## src/rtl/rc4_ksa_sequencer.sv

```systemverilog
// rc4_ksa_sequencer: RC4 key-scheduling sequencer driving a single-port 256x8 S-RAM; FILL phase present only when KSA_FILL_PHASE_EN is defined
module rc4_ksa_sequencer #(
  parameter  int KEY_BYTES = 3,
  localparam int KEY_W     = 8 * KEY_BYTES,
  localparam int KW        = (KEY_BYTES > 1) ? $clog2(KEY_BYTES) : 1
) (
  input  logic             CLOCK_50,
  input  logic             reset_n,
  input  logic             start,
  input  logic [KEY_W-1:0] key,
  output logic             busy,
  output logic             done,
  output logic [7:0]       mem_addr,
  output logic [7:0]       mem_data,
  output logic             mem_wren,
  input  logic [7:0]       mem_q
);
  typedef enum logic [3:0] {IDLE, FILL, RD_I, LAT_I, RD_J, LAT_J, WR_I, WR_J, DONE} state_t;
  state_t           state_q, state_d;
  logic [7:0]       i_q, i_d, j_q, j_d, si_q, si_d, sj_q, sj_d, kb;
  logic [KW-1:0]    k_q, k_d;
  logic [KEY_W-1:0] key_q, key_d;
  // state and datapath registers; reset abandons any run in progress
  always_ff @(posedge CLOCK_50) begin
    if (!reset_n) begin
      state_q <= IDLE;
      i_q     <= '0;
      j_q     <= '0;
      k_q     <= '0;
      si_q    <= '0;
      sj_q    <= '0;
      key_q   <= '0;
    end else begin
      state_q <= state_d;
      i_q     <= i_d;
      j_q     <= j_d;
      k_q     <= k_d;
      si_q    <= si_d;
      sj_q    <= sj_d;
      key_q   <= key_d;
    end
  end
  // key byte selected by k = i mod KEY_BYTES; byte 0 is the most significant
  always_comb begin
    kb = '0;
    for (int n = 0; n < KEY_BYTES; n++)
      if (k_q == n[KW-1:0]) kb = key_q[KEY_W-1-8*n -: 8];
  end
  // next-state and register updates for the fill/shuffle sequence
  always_comb begin
    state_d = state_q;
    i_d     = i_q;
    j_d     = j_q;
    k_d     = k_q;
    si_d    = si_q;
    sj_d    = sj_q;
    key_d   = key_q;
    case (state_q)
      IDLE: if (start) begin
        key_d = key;
        i_d   = '0;
        j_d   = '0;
        k_d   = '0;
`ifdef KSA_FILL_PHASE_EN
        state_d = FILL;
`else
        state_d = RD_I;
`endif
      end
`ifdef KSA_FILL_PHASE_EN
      FILL: begin
        i_d     = i_q + 8'd1;
        state_d = (i_q == 8'hFF) ? RD_I : FILL;
      end
`endif
      RD_I:  state_d = LAT_I;
      LAT_I: begin
        si_d    = mem_q;
        j_d     = j_q + mem_q + kb;
        state_d = RD_J;
      end
      RD_J:  state_d = LAT_J;
      LAT_J: begin
        sj_d    = mem_q;
        state_d = WR_I;
      end
      WR_I:  state_d = WR_J;
      WR_J: begin
        i_d     = i_q + 8'd1;
        k_d     = (k_q == KW'(KEY_BYTES - 1)) ? '0 : k_q + 1'b1;
        state_d = (i_q == 8'hFF) ? DONE : RD_I;
      end
      DONE:    state_d = IDLE;
      default: state_d = IDLE;
    endcase
  end
  // Moore decode of handshake and RAM port from state and registers
  always_comb begin
    busy     = (state_q != IDLE) && (state_q != DONE);
    done     = (state_q == DONE);
    mem_wren = (state_q == FILL) || (state_q == WR_I) || (state_q == WR_J);
    mem_addr = (state_q == RD_J || state_q == LAT_J || state_q == WR_J) ? j_q :
               (state_q == IDLE || state_q == DONE) ? 8'd0 : i_q;
    mem_data = (state_q == FILL) ? i_q : (state_q == WR_I) ? sj_q : (state_q == WR_J) ? si_q : 8'd0;
  end
endmodule

```

## config.mk

```make
export PLATFORM = sky130hd
export DESIGN_NAME = rc4_ksa_sequencer
export DESIGN_NICKNAME = d
export VERILOG_FILES = /design/src/rtl/rc4_ksa_sequencer.sv
export SDC_FILE = /design/constraint.sdc
export NUM_CORES = 1
export LEC_CHECK = 0
export ABC_AREA = 1
export CELL_PAD_IN_SITES_DETAIL_PLACEMENT = 1
export CELL_PAD_IN_SITES_GLOBAL_PLACEMENT = 2
export CORE_MARGIN = 5
export CORE_UTILIZATION = 33
export DETAILED_ROUTE_END_ITERATION = 6
export MAX_ROUTING_LAYER = met4
export PLACE_DENSITY = 0.9
export SYNTH_ARGS = -nofsm -noshare
export SYNTH_HDL_FRONTEND = slang
export SYNTH_SLANG_ARGS = --single-unit
```

## constraint.sdc

```tcl
create_clock -name CLOCK_50 -period 4.4 [get_ports CLOCK_50]
set_input_delay 0.88 -clock CLOCK_50 [delete_from_list [all_inputs] [get_ports CLOCK_50]]
set_output_delay 0.88 -clock CLOCK_50 [all_outputs]
set_load 0.1 [all_outputs]
```

==> impl_metrics.json, run 1 <==
{
  "outcome": "complete, no violations",
  "gr-total-overflow": 0,
  "cts_root_buffer": "clkbuf_8",
  "synth_edf_count": 0,
  "ioPinCount": 54,
  "ir_worst_vdd_v": 0.000168,
  "power_leakage_nw": 1.60,
  "cpPeakStageDelay_ps": 1150,
  "slew_viol_final": 0,
  "start_util_pct": 34.1,
  "nNetsFinal": 543,
  "synth_cell_types": 39,
  "syn-num-nets": 494,
  "mostFrequentLayoutCells": "nand2_1 (68), dfxtp_1 (62), inv_1 (56)",
  "cts-htree-levels": 3,
  "clockPowerShare_pct": 33.9,
  "grt_setup_unrepaired": "no",
  "grt_max_degree": 52,
  "power_density_mw_per_mm2": 347,
  "power_switching_mw": 0.447,
  "cts_hold_buffers": 0,
  "grt_pass1_vias": 3175,
  "path_buf_inv": 1,
  "ys_seq_elements": 62,
  "synth_area_mm2": 0.00335,
  "post_drt_wl_per_cell_um": 14.9,
  "final_common_cell": "nand2_1",
  "totalNegativeSetupSlack_ps": 0,
  "hold_path.class": "register to register",
  "vias_per_cell": 4.91,
  "fp.dieW_um": 111,
  "post_cts.repair.setup_buffers": 0,
  "crit_path_max_fanout": 11,
  "post-place-ws_ps": 1080,
  "cts_tree": "yes",
  "setup_viol": 0,
  "antenna_found_initial": 0,
  "crit_required_ps": 3520,
  "placed_cell_area_mm2": 0.00391,
  "cp-end-kind": "primary output",
  "ys_async_sr_fraction_pct": 0,
  "dr.pass1.iters": 4,
  "dpl.cell_count": 615,
  "fin_area_mm2": 0.00409,
  "clock-skew-final_ps": 12.2,
  "crit_type": "register to primary output",
  "p_seq_share_pct": 43.8,
  "dr_total_vias": 3097,
  "crit_family": "buffers and inverters",
  "ys_seq_area_share_pct": 37.0,
  "timing.max_cap.violations": 0,
  "period_minus_slack_ps": 3440,
  "relSlewSlack_pct": 35.4,
  "yosysTopAreaCellShare_pct": 37.0,
  "area_delta_synth_final_pct": 22.1,
  "synth_area_leader_cell": "dfxtp_1",
  "gp_congestion": 0.832,
  "synth.area.top_cells": "dfxtp_1 (37%), nand2_1 (7.6%), a21oi_1 (6.6%), o21ai_0 (6.4%), inv_1 (6.3%)",
  "seq_area_mm2": 0.00124,
  "dpl.hpwl_um": 7080,
  "worstSetupStartpointType": "register",
  "switching_share_pct": 31.5,
  "drt_iter0_drc": 78,
  "max_freq_ghz": 0.290,
  "core-area_mm2": 0.00982,
  "port_buffers": 53,
  "power_frac_comb_pct": 22.2,
  "slowest_stage": "clkdlybuf4s50_1",
  "routed_wl_um": 9390,
  "grt_use_total_pct": 16.0,
  "clk_latency_ps": 340,
  "multi_input_area_mm2": 0.00175,
  "clkSinkCount": 62,
  "cts_resized": 0,
  "max_slew.worst_pin.slew_ps": 966,
  "intPower_mw": 0.972,
  "path_clk_slew_ps": 70,
  "avgSynthCellArea_um2": 7.55,
  "nFillCells": 1291,
  "finalNonFillerCells": 631,
  "timing.final.crit_share_pct": 78.3,
  "die_area_mm2": 0.0123,
  "arrival_ps": 2560,
  "drtAntennaViolNets": 0,
  "clk_path_buf_depth": 2,
  "row_count": 36,
  "die_h_um": 111,
  "hold_ws_ps": 448,
  "drive_gt1_share_pct": 13.5,
  "fin_ws_ps": 957,
  "finalHoldViolations": 0,
  "synthCells": 444,
  "yosys_warnings": 0,
  "numCtsBuffers": 9,
  "antennaDiodeCount": 0,
  "route.detailed.drc": 0,
  "ys.flop_type": "dfxtp_1",
  "crit_path_cell_trace": "nor2_2, nand2_1, nor2_1, clkdlybuf4s50_1",
  "grt_pass1_wl_um": 15800
}
[worst min-delay path, delay by kind of cell, from the launching register on]
kind	cells	cell delay (ps)
flops	1	310
compound gates	1	50
buf+inv	1	50
[path summary, 6_finish.rpt]
check	from	endpoint	slack, ps	depth (start not counted)
min	key_q[22]	key_q[22]	450	2
max	state_q[0]	done	960	4
min reg2reg	key_q[22]	key_q[22]	450	2
max reg2reg	k_q[0]	j_q[7]	1490	12
[area by class of cell]
type                            instances  area share [%]
Multi-Input combinational cell        301            42.7
Sequential cell                        62            30.3
Timing Repair Buffer                   54            12.2
Inverter                               65            6.30
Tap cell                              133            4.06
Clock buffer                           11            3.21
Clock inverter                          5            1.22
[per-stage QoR]
| stage | power, mW | utilization [%] |
|---|---|---|
| 2_1_floorplan | 0.859 | - |
| 3_3_place_gp | 0.939 | 39.8 |
| 3_5_place_dp | 0.953 | 39.8 |
| 4_1_cts | 1.43 | 41.7 |
| 5_1_grt | 1.50 | 41.7 |
| 6_report | 1.42 | 41.7 |
[flip-flops by register name, indices dropped and copies added, names as in the netlist]
name and cells:
key_q 24, i_q 8, j_q 8, si_q 8, sj_q 8, state_q 4, k_q 2
[synth_stat cells, types with 5 or more instances]
cell / count
a21oi_1: 44
buf_2: 5
buf_6: 5
clkbuf_1: 6
dfxtp_1: 62
fa_1: 8
ha_1: 7
inv_1: 56
nand2_1: 68
nand3_1: 37
nor2_1: 31
nor3_1: 5
o21ai_0: 43
o21ai_1: 13
o221ai_1: 7
[routing by layer]
layer  GRT usage (%)  vias to the layer above  share of wire (%)
met3            2.78                       11                3.4
met4            5.09                        0                1.3
met5               -                        -                  0
met2            26.7                       57                 49
met1            19.8                     1459                 47
li1                -                     1570                  -
[power by group through the flow]
stage,logic [mW],clock network [mW],registers [mW]
final,0.316,0.481,0.622
after global routing,0.354,0.519,0.626
after CTS,0.319,0.494,0.622
after detailed placement,0.318,0,0.635
after global placement,0.305,0,0.633
after floorplan,0.230,0,0.629
[cell families (layout without fill, tap and decap cells)]
family | count (synthesis) | in the layout | synth area share [%]
DFF | 62 | 62 | 37.0
and+or+nand+nor | 164 | 164 | 23.5
AOI/OAI and AO/OA | 121 | 121 | 21.1
xor gates and xnor gates | 1 | 1 | 0.261
adders and majority gates | 15 | 15 | 7.39
buffers and inverters | 81 | 135 | 10.8
Note: power is estimated with default switching activity, not from simulation.
==> run 2: changes to the inputs <==
--- a/config.mk
+++ b/config.mk
@@ -9,10 +9,10 @@
 export CELL_PAD_IN_SITES_DETAIL_PLACEMENT = 1
 export CELL_PAD_IN_SITES_GLOBAL_PLACEMENT = 2
 export CORE_MARGIN = 5
-export CORE_UTILIZATION = 33
+export CORE_UTILIZATION = 28
 export DETAILED_ROUTE_END_ITERATION = 6
 export MAX_ROUTING_LAYER = met4
-export PLACE_DENSITY = 0.9
+export PLACE_DENSITY = 0.82
 export SYNTH_ARGS = -nofsm -noshare
 export SYNTH_HDL_FRONTEND = slang
 export SYNTH_SLANG_ARGS = --single-unit
==> constraint.sdc (replaced) <==
create_clock -name CLOCK_50 -period 3.1 [get_ports CLOCK_50]
set_input_delay 0.62 -clock CLOCK_50 [delete_from_list [all_inputs] [get_ports CLOCK_50]]
set_output_delay 0.62 -clock CLOCK_50 [all_outputs]
set_load 0.1 [all_outputs]
==> impl_metrics.json, run 2 (synthesis results as in run 1) <==
{
  "clkSinkCount": 62,
  "cts_tree": "yes",
  "routed_wl_um": 9840,
  "regMostFlops": "key_q",
  "finalHoldViolations": 0,
  "die_area_mm2": 0.0143,
  "grt_pass1_wl_um": 16400,
  "crit_top_cell": "nand2_1",
  "post_cts.repair.setup_buffers": 0,
  "cp-end-kind": "register",
  "antenna_found_initial": 0,
  "arrival_ps": 3000,
  "gr-total-overflow": 0,
  "numCtsBuffers": 9,
  "grt_setup_unrepaired": "no",
  "timing.final.crit_share_pct": 90.8,
  "relSlewSlack_pct": 50.7,
  "hold_path.class": "register to register",
  "largest_reg_flops": 24,
  "clk_latency_ps": 320,
  "slew_viol_final": 0,
  "post-place-ws_ps": 11.4,
  "dpl.cell_count": 630,
  "area_delta_synth_final_pct": 27.9,
  "clk_path_buf_depth": 2,
  "vias_per_cell": 4.86,
  "slowest_stage": "fa_1",
  "crit_path_cell_trace": "inv_1, nor2_1, inv_2, o221ai_1, fa_1, ha_1, nand2_1, nand2_1, o21bai_1, or2_2, nand3_1, a21oi_1",
  "dr_total_vias": 3141,
  "final_common_cell": "nand2_1",
  "fin_ws_ps": 284,
  "grt_pass1_vias": 3284,
  "port_buffers": 53,
  "timing.max_cap.violations": 0,
  "nNetsFinal": 544,
  "period_minus_slack_ps": 2820,
  "core-area_mm2": 0.0119,
  "crit_required_ps": 3280,
  "die_h_um": 119,
  "setup_viol": 0,
  "route.detailed.drc": 0,
  "worstSetupStartpointType": "register",
  "fp.dieW_um": 119,
  "dpl.hpwl_um": 7420,
  "cpPeakStageDelay_ps": 510,
  "drive_gt1_share_pct": 14.6,
  "antennaDiodeCount": 0,
  "power_density_mw_per_mm2": 561,
  "outcome": "complete, no violations",
  "crit_path_max_fanout": 7,
  "mostFrequentLayoutCells": "nand2_1 (67), dfxtp_1 (62), inv_1 (55)",
  "ioPinCount": 54,
  "post_drt_wl_per_cell_um": 15.2,
  "max_slew.worst_pin.slew_ps": 736,
  "drt_iter0_drc": 118,
  "path_clk_slew_ps": 50,
  "cts_root_buffer": "clkbuf_16",
  "drtAntennaViolNets": 0,
  "max_freq_ghz": 0.355,
  "start_util_pct": 28.3,
  "grt_use_total_pct": 14.7,
  "power_leakage_nw": 1.68,
  "fin_total_pwr_mw": 2.41,
  "gp_congestion": 0.802,
  "dr.pass1.iters": 4,
  "crit_type": "register to register",
  "clock-skew-final_ps": 5.38,
  "ir_worst_vdd_v": 0.000186,
  "cts-htree-levels": 3,
  "finalNonFillerCells": 646,
  "row_count": 40,
  "grt_max_degree": 52
}
-- run 2: changes by cell type in the layout (fill, tap and decap cells not counted), sizes merged --
cell	previous run	this run
clkdlybuf4s50	37	34
clkinv	8	6
buf	17	21
bufinv	1	2
clkbuf	11	12
-- run 2: per-layer routing --
layer | vias up | wire length (um) | track usage (%)
li1 | 1575 | - | -
met1 | 1502 | 4680 | 18.3
met2 | 57 | 4800 | 24.7
met3 | 7 | 294 | 3.18
met4 | 0 | 72 | 3.01
met5 | - | 0 | -
-- run 2: repair_timing --
action                                  in CTS  in global routing
hold buffers                                 0                  0
gates resized for setup                      0                  2
endpoints found under the setup margin       0                  1
-- run 2: final timing paths --
kind,start,endpoint,slack [ps],cells past startpoint
max,k_q[0],j_q[5],280,12
min,key_q[3],key_q[3],450,2
max reg2reg,k_q[0],j_q[5],280,12
min reg2reg,key_q[3],key_q[3],450,2
-- run 2: through the flow --
| step | TNS, ps | hold slack [ps] | util (%) | area, um2 |
|---|---|---|---|---|
| after floorplan | -2950 | 421 | - | 3350 |
| final | 0 | 445 | 36.1 | 4290 |
| after detailed placement | 0 | 437 | 33.4 | 3970 |
| after global routing | 0 | 463 | 36.1 | 4290 |
| after global placement | 0 | 435 | 33.4 | 3970 |
| after CTS | 0 | 445 | 36.1 | 4280 |
-- run 2: layout make-up --
cell class                      instances  area (um2)
Clock buffer                           12         246
Clock inverter                          4        70.1
Tap cell                              147         184
Fill cell                            1457        7570
Inverter                               65         258
Timing Repair Buffer                   55         536
Multi-Input combinational cell        301        1750
Sequential cell                        62        1240
-- run 2: power by group --
group / switching, mW / total [mW] / internal (mW)
Combinational: 0.290 / 0.450 / 0.160
Clock: 0.348 / 1.07 / 0.723
Sequential: 0.0322 / 0.886 / 0.853
Total: 0.670 / 2.41 / 1.74
-- run 2: critical path, delay by kind of cell, from the launching register on --
family,cells,cell delay [ps]
and+or+nand+nor,5,640
buffers and inverters,2,220
adders and majority gates,2,880
AOI/OAI and AO/OA,3,540
DFF,1,400
